--- src/rtl/dm_port_arbiter.sv ---
// Two-master arbiter and sequencer for the single-ported data memory.
// Master 0 is the CPU MEM stage and master 1 is the debug/DMA loader.
// The arbiter latches one transaction and checks it for legality.
// It then drives the DM for a single cycle and returns a registered response.
module dm_port_arbiter #(
  parameter int ADDR_W     = 14,
  parameter bit FIRST_PRIO = 1'b0
) (
  input  logic        clk,
  input  logic        reset,
  input  logic        m0_req,
  input  logic        m0_we,
  input  logic [3:0]  m0_byteen,
  input  logic [31:0] m0_addr,
  input  logic [31:0] m0_wdata,
  output logic        m0_ack,
  output logic        m0_err,
  output logic [31:0] m0_rdata,
  input  logic        m1_req,
  input  logic        m1_we,
  input  logic [3:0]  m1_byteen,
  input  logic [31:0] m1_addr,
  input  logic [31:0] m1_wdata,
  output logic        m1_ack,
  output logic        m1_err,
  output logic [31:0] m1_rdata,
  output logic        dm_memw_enable,
  output logic [3:0]  dm_byteen,
  output logic [31:0] dm_adr,
  output logic [31:0] dm_write,
  input  logic [31:0] dm_read,
  output logic        busy
);

  typedef enum logic [1:0] {IDLE, ACCESS, RESP} state_t;

  state_t      state_q, state_d;
  logic        last_served;
  logic        gnt_q;
  logic        we_q;
  logic        err_q;
  logic [3:0]  be_q;
  logic [31:0] addr_q;
  logic [31:0] wdata_q;
  logic [31:0] rdata_q;

  logic        any_req;
  logic        gnt_sel;
  logic        sel_we;
  logic [3:0]  sel_be;
  logic [31:0] sel_addr;
  logic [31:0] sel_wdata;

  // An access is rejected when it lies outside the DM or when its byte enable is unknown.
  // It is also rejected when the byte enable does not match the byte offset of the address.
  function automatic logic is_illegal(input logic [31:0] addr, input logic [3:0] be);
    logic bad;
    bad = ((addr >> ADDR_W) != 32'd0);
    case (be)
      4'b1111: bad = bad | (addr[1:0] != 2'b00);
      4'b1100: bad = bad | (addr[1:0] != 2'b10);
      4'b0011: bad = bad | (addr[1:0] != 2'b00);
      4'b1000: bad = bad | (addr[1:0] != 2'b11);
      4'b0100: bad = bad | (addr[1:0] != 2'b10);
      4'b0010: bad = bad | (addr[1:0] != 2'b01);
      4'b0001: bad = bad | (addr[1:0] != 2'b00);
      default: bad = 1'b1;
    endcase
    return bad;
  endfunction

  // Round-robin pick: a lone requester wins, and a tie goes to the master not served last.
  always_comb begin
    any_req = m0_req | m1_req;
    gnt_sel = 1'b0;
    if (m0_req && m1_req) begin
      gnt_sel = ~last_served;
    end else if (m1_req) begin
      gnt_sel = 1'b1;
    end
    sel_we    = gnt_sel ? m1_we     : m0_we;
    sel_be    = gnt_sel ? m1_byteen : m0_byteen;
    sel_addr  = gnt_sel ? m1_addr   : m0_addr;
    sel_wdata = gnt_sel ? m1_wdata  : m0_wdata;
  end

  // State register, transaction latch and read-data capture.
  always_ff @(posedge clk) begin
    if (reset) begin
      state_q     <= IDLE;
      last_served <= ~FIRST_PRIO;
      gnt_q       <= 1'b0;
      we_q        <= 1'b0;
      err_q       <= 1'b0;
      be_q        <= 4'b0000;
      addr_q      <= 32'd0;
      wdata_q     <= 32'd0;
      rdata_q     <= 32'd0;
    end else begin
      state_q <= state_d;
      case (state_q)
        IDLE: begin
          if (any_req) begin
            gnt_q       <= gnt_sel;
            we_q        <= sel_we;
            be_q        <= sel_be;
            addr_q      <= sel_addr;
            wdata_q     <= sel_wdata;
            err_q       <= is_illegal(sel_addr, sel_be);
            last_served <= gnt_sel;
          end
        end
        ACCESS: begin
          rdata_q <= (!we_q && !err_q) ? dm_read : 32'd0;
        end
        default: begin
        end
      endcase
    end
  end

  // Next state: IDLE waits for a request, then moves through one ACCESS cycle and one RESP cycle.
  always_comb begin
    state_d = state_q;
    case (state_q)
      IDLE:    state_d = any_req ? ACCESS : IDLE;
      ACCESS:  state_d = RESP;
      RESP:    state_d = IDLE;
      default: state_d = IDLE;
    endcase
  end

  // Output decode: the DM is driven only in ACCESS, and the granted master sees its response only in RESP.
  always_comb begin
    dm_memw_enable = 1'b0;
    dm_byteen      = 4'b0000;
    dm_adr         = 32'd0;
    dm_write       = 32'd0;
    m0_ack         = 1'b0;
    m0_err         = 1'b0;
    m0_rdata       = 32'd0;
    m1_ack         = 1'b0;
    m1_err         = 1'b0;
    m1_rdata       = 32'd0;
    busy           = (state_q != IDLE);
    case (state_q)
      ACCESS: begin
        dm_memw_enable = we_q & ~err_q & ~reset;
        dm_byteen      = be_q;
        dm_adr         = addr_q;
        dm_write       = wdata_q;
      end
      RESP: begin
        if (gnt_q) begin
          m1_ack   = 1'b1;
          m1_err   = err_q;
          m1_rdata = rdata_q;
        end else begin
          m0_ack   = 1'b1;
          m0_err   = err_q;
          m0_rdata = rdata_q;
        end
      end
      default: begin
      end
    endcase
  end

endmodule

--- config.mk ---
export PLATFORM = sky130hd
export DESIGN_NAME = dm_port_arbiter
export DESIGN_NICKNAME = d
export VERILOG_FILES = /design/src/rtl/dm_port_arbiter.sv
export SDC_FILE = /design/constraint.sdc
export NUM_CORES = 1
export LEC_CHECK = 0
export ABC_AREA = 1
export CORE_MARGIN = 2
export CORE_UTILIZATION = 42
export CTS_CLUSTER_SIZE = 8
export DETAILED_ROUTE_END_ITERATION = 8
export PLACE_DENSITY_LB_ADDON = 0.1
export SKIP_LAST_GASP = 1
export SYNTH_ARGS = -nofsm -noshare
export SYNTH_HDL_FRONTEND = slang
export SYNTH_SLANG_ARGS = --single-unit
--- constraint.sdc ---
create_clock -name clk -period 2.74 [get_ports clk]
set_input_delay 0.274 -clock clk [delete_from_list [all_inputs] [get_ports clk]]
set_output_delay 0.274 -clock clk [all_outputs]
set_load 0.01 [all_outputs]
==> results.py <==
metrics = {
    "detailed_routing": {
        "drc": 0,
        "via_per_inst": 4.81,
        "ant_nets": 0,
        "avgRoutedWirePerCell_um": 13.7,
        "routed_wl_mm": 18.6,
        "drt_first_pass_iters": 5,
        "drt-initial-drc-count": 400,
        "vias": 6555,
    },
    "final_layout": {
        "nNetsFinal": 1356,
        "multi_input_area_mm2": 0.00272,
        "seq_area_mm2": 0.00212,
        "layout_commonest_cell": "clkdlybuf4s50_1",
        "area_delta_synth_final_pct": 62.1,
        "final_cell_mix": "clkdlybuf4s50_1, nand2_1, nor2_1",
        "drive_gt1_share_pct": 3.62,
        "n_antenna_cell": 0,
        "num-fill-cells": 1167,
    },
    "grt": {
        "grt_max_degree": 141,
        "grt_usage_pct": 25.6,
        "grt_pass1_vias": 5971,
        "antenna_found_initial": 0,
        "grt_overflow": 0,
        "grt_pass1_wl_mm": 29.5,
    },
    "timing": {
        "skew_ns": 0.00560,
        "rsz0062_at_grt": "no",
        "fin_ws_ns": 0.299,
        "worst_pin_slew_ns": 0.569,
        "layout_min_cycle_time_ns": 2.44,
        "period_share_pct": 89.1,
        "hold_viol": 0,
        "report.final.slew_viol_count": 0,
        "setup_violations": 0,
        "max_freq_ghz": 0.410,
        "slew-limit-headroom_pct": 62.1,
        "setup_tns_ns": 0,
    },
    "clocking": {
        "htreeDepth": 3,
        "root_buffer": "clkbuf_16",
        "cts_tree": "built",
        "numCtsBuffers": 9,
        "postCtsHoldBufs": 0,
        "clock_latency_ns": 0.35,
        "clock_path_buffers": 2,
        "clk_pin_slew_ns": 0.07,
        "cts_setup_buffers": 0,
        "cts.sinks": 106,
        "post_cts_resized": 0,
    },
    "worst_setup_path": {
        "critPathRequiredTime_ns": 2.47,
        "critPathKind": "reg -> out",
        "cp.arrival_ns": 2.17,
        "crit_path_start_kind": "flip-flop",
        "crit_fanout": 24,
        "crit_path_end_kind": "primary output",
    },
    "die": {
        "start_util_pct": 42.8,
        "die_x_um": 120,
        "die_area_mm2": 0.0144,
        "rows": 42,
        "pin_count": 312,
        "core_area_mm2": 0.0132,
        "die_h_um": 120,
    },
    "yosys": {
        "synth-seq-cells": 106,
        "synthSimpleGateAreaFrac_pct": 31.4,
        "ys_types": 23,
        "synth-xor-area-share_pct": 0,
        "synthMuxAreaShare_pct": 0,
        "synth_edf_count": 0,
        "synth_cells": 911,
        "synth_top_family_by_area": "simple AND/OR/NAND/NOR gates",
        "synth.net_count": 1085,
        "yosysWarnings": 0,
        "async_flop_share_pct": 0,
        "syn_area_mm2": 0.00564,
        "syn_area_per_cell_um2": 6.19,
        "synthAdderAreaFrac_pct": 0,
        "ys_seq_area_share_pct": 37.6,
        "synth_compound_area_share_pct": 16.5,
        "synthFlopType": "dfxtp_1",
    },
    "placement": {
        "dpl.hpwl_mm": 13.5,
        "portBuffers": 311,
        "gp_congestion": 0.844,
        "dp_slack_ns": 0.460,
    },
    "pwr": {
        "clkPwrFrac_pct": 32.4,
        "p_switching_uw": 1180,
        "combPwrFrac_pct": 24.9,
        "seqPwrFrac_pct": 42.7,
        "vdd.ir_drop.worst_v": 0.000320,
        "internal-power_uw": 2960,
        "p_leak_uw": 0.00361,
        "swShare_pct": 28.6,
        "powerDensity_mw_per_mm2": 453,
        "power_uw": 4140,
    },
    "run_status": {
        "run_status": "complete, no violations",
    },
    "run": {
        "cap_violations": 0,
    },
    "hold_path": {
        "hp-class": "reg -> reg",
    },
}
[path summary, 6_finish.rpt]
check	from	to	slack (ns)	depth (start not counted)
worst min register to register	rdata_q[17]	rdata_q[17]	0.47	2
worst max-delay path	state_q[1]	m1_rdata[29]	0.30	6
worst min-delay path	rdata_q[17]	rdata_q[17]	0.47	2
worst max register to register	last_served	err_q	0.86	12
[kinds of logic (layout without fill, tap and decap cells)]
kind of cell,Yosys count,after routing
AOI/OAI and AO/OA,173,173
buffers and inverters,198,474
and+or+nand+nor,434,434
DFF,106,106
[synth_stat cells, types with 3 or more instances]
cell | count | share of area (%)
buf_1 | 3 | 0.20
nand2_2 | 4 | 0.44
nor2_1 | 154 | 10
inv_1 | 132 | 8.8
nand2_4 | 4 | 0.80
dfxtp_1 | 106 | 38
nand3b_1 | 20 | 2.7
nand2_1 | 236 | 16
clkbuf_1 | 33 | 2.2
o21ai_0 | 68 | 6.0
buf_6 | 3 | 0.60
a31oi_1 | 45 | 5.0
buf_4 | 7 | 0.93
a21oi_1 | 56 | 5.0
buf_2 | 18 | 1.6
nand3_1 | 12 | 1.1
[power groups by stage]
stage / registers [uW] / logic, uW / clock network (uW)
floorplan: 1780 / 565 / 0
global placement: 1800 / 1020 / 0
detailed placement: 1800 / 1030 / 0
CTS: 1770 / 1040 / 1380
global route: 1780 / 1150 / 1430
finish: 1770 / 1030 / 1340
[sequential cells by signal, summed over array words and instances, names as in the netlist, 2 cells and up]
name,count
addr_q,32
be_q,4
rdata_q,32
state_q,2
wdata_q,32
[cell type report]
cell class,count,area share [%]
Clock inverter,4,0.534
Inverter,134,5.50
Clock buffer,12,2.81
Tap cell,176,2.41
Timing Repair Buffer,324,35.8
Sequential cell,106,23.2
Multi-Input combinational cell,607,29.7
[critical path, cell delays in order (launching register included)]
cell and delay [ns]:
dfxtp_1 0.32, inv_2 0.05, nor2_1 0.12, nand2_1 0.33, buf_12 0.29, nor2_1 0.14, clkdlybuf4s50_1 0.56
[layer usage]
| metal | vias up | routed length, um | GRT usage (%) |
|---|---|---|---|
| li1 | 3357 | - | - |
| met1 | 2928 | 7620 | 29.6 |
| met2 | 240 | 9070 | 44.9 |
| met3 | 30 | 1450 | 6.99 |
| met4 | 0 | 512 | 9.78 |
| met5 | - | 0 | 0 |
[per-stage QoR]
step	cells	area [um2]	hold slack (ns)	utilization [%]
floorplan	911	5640	0.417	-
global placement	1347	8840	0.453	67.0
detailed placement	1347	8840	0.455	67.0
CTS	1363	9140	0.462	69.3
global route	1363	9140	0.477	69.3
finish	1363	9140	0.465	69.3
Note: power is estimated with default switching activity, not from simulation.
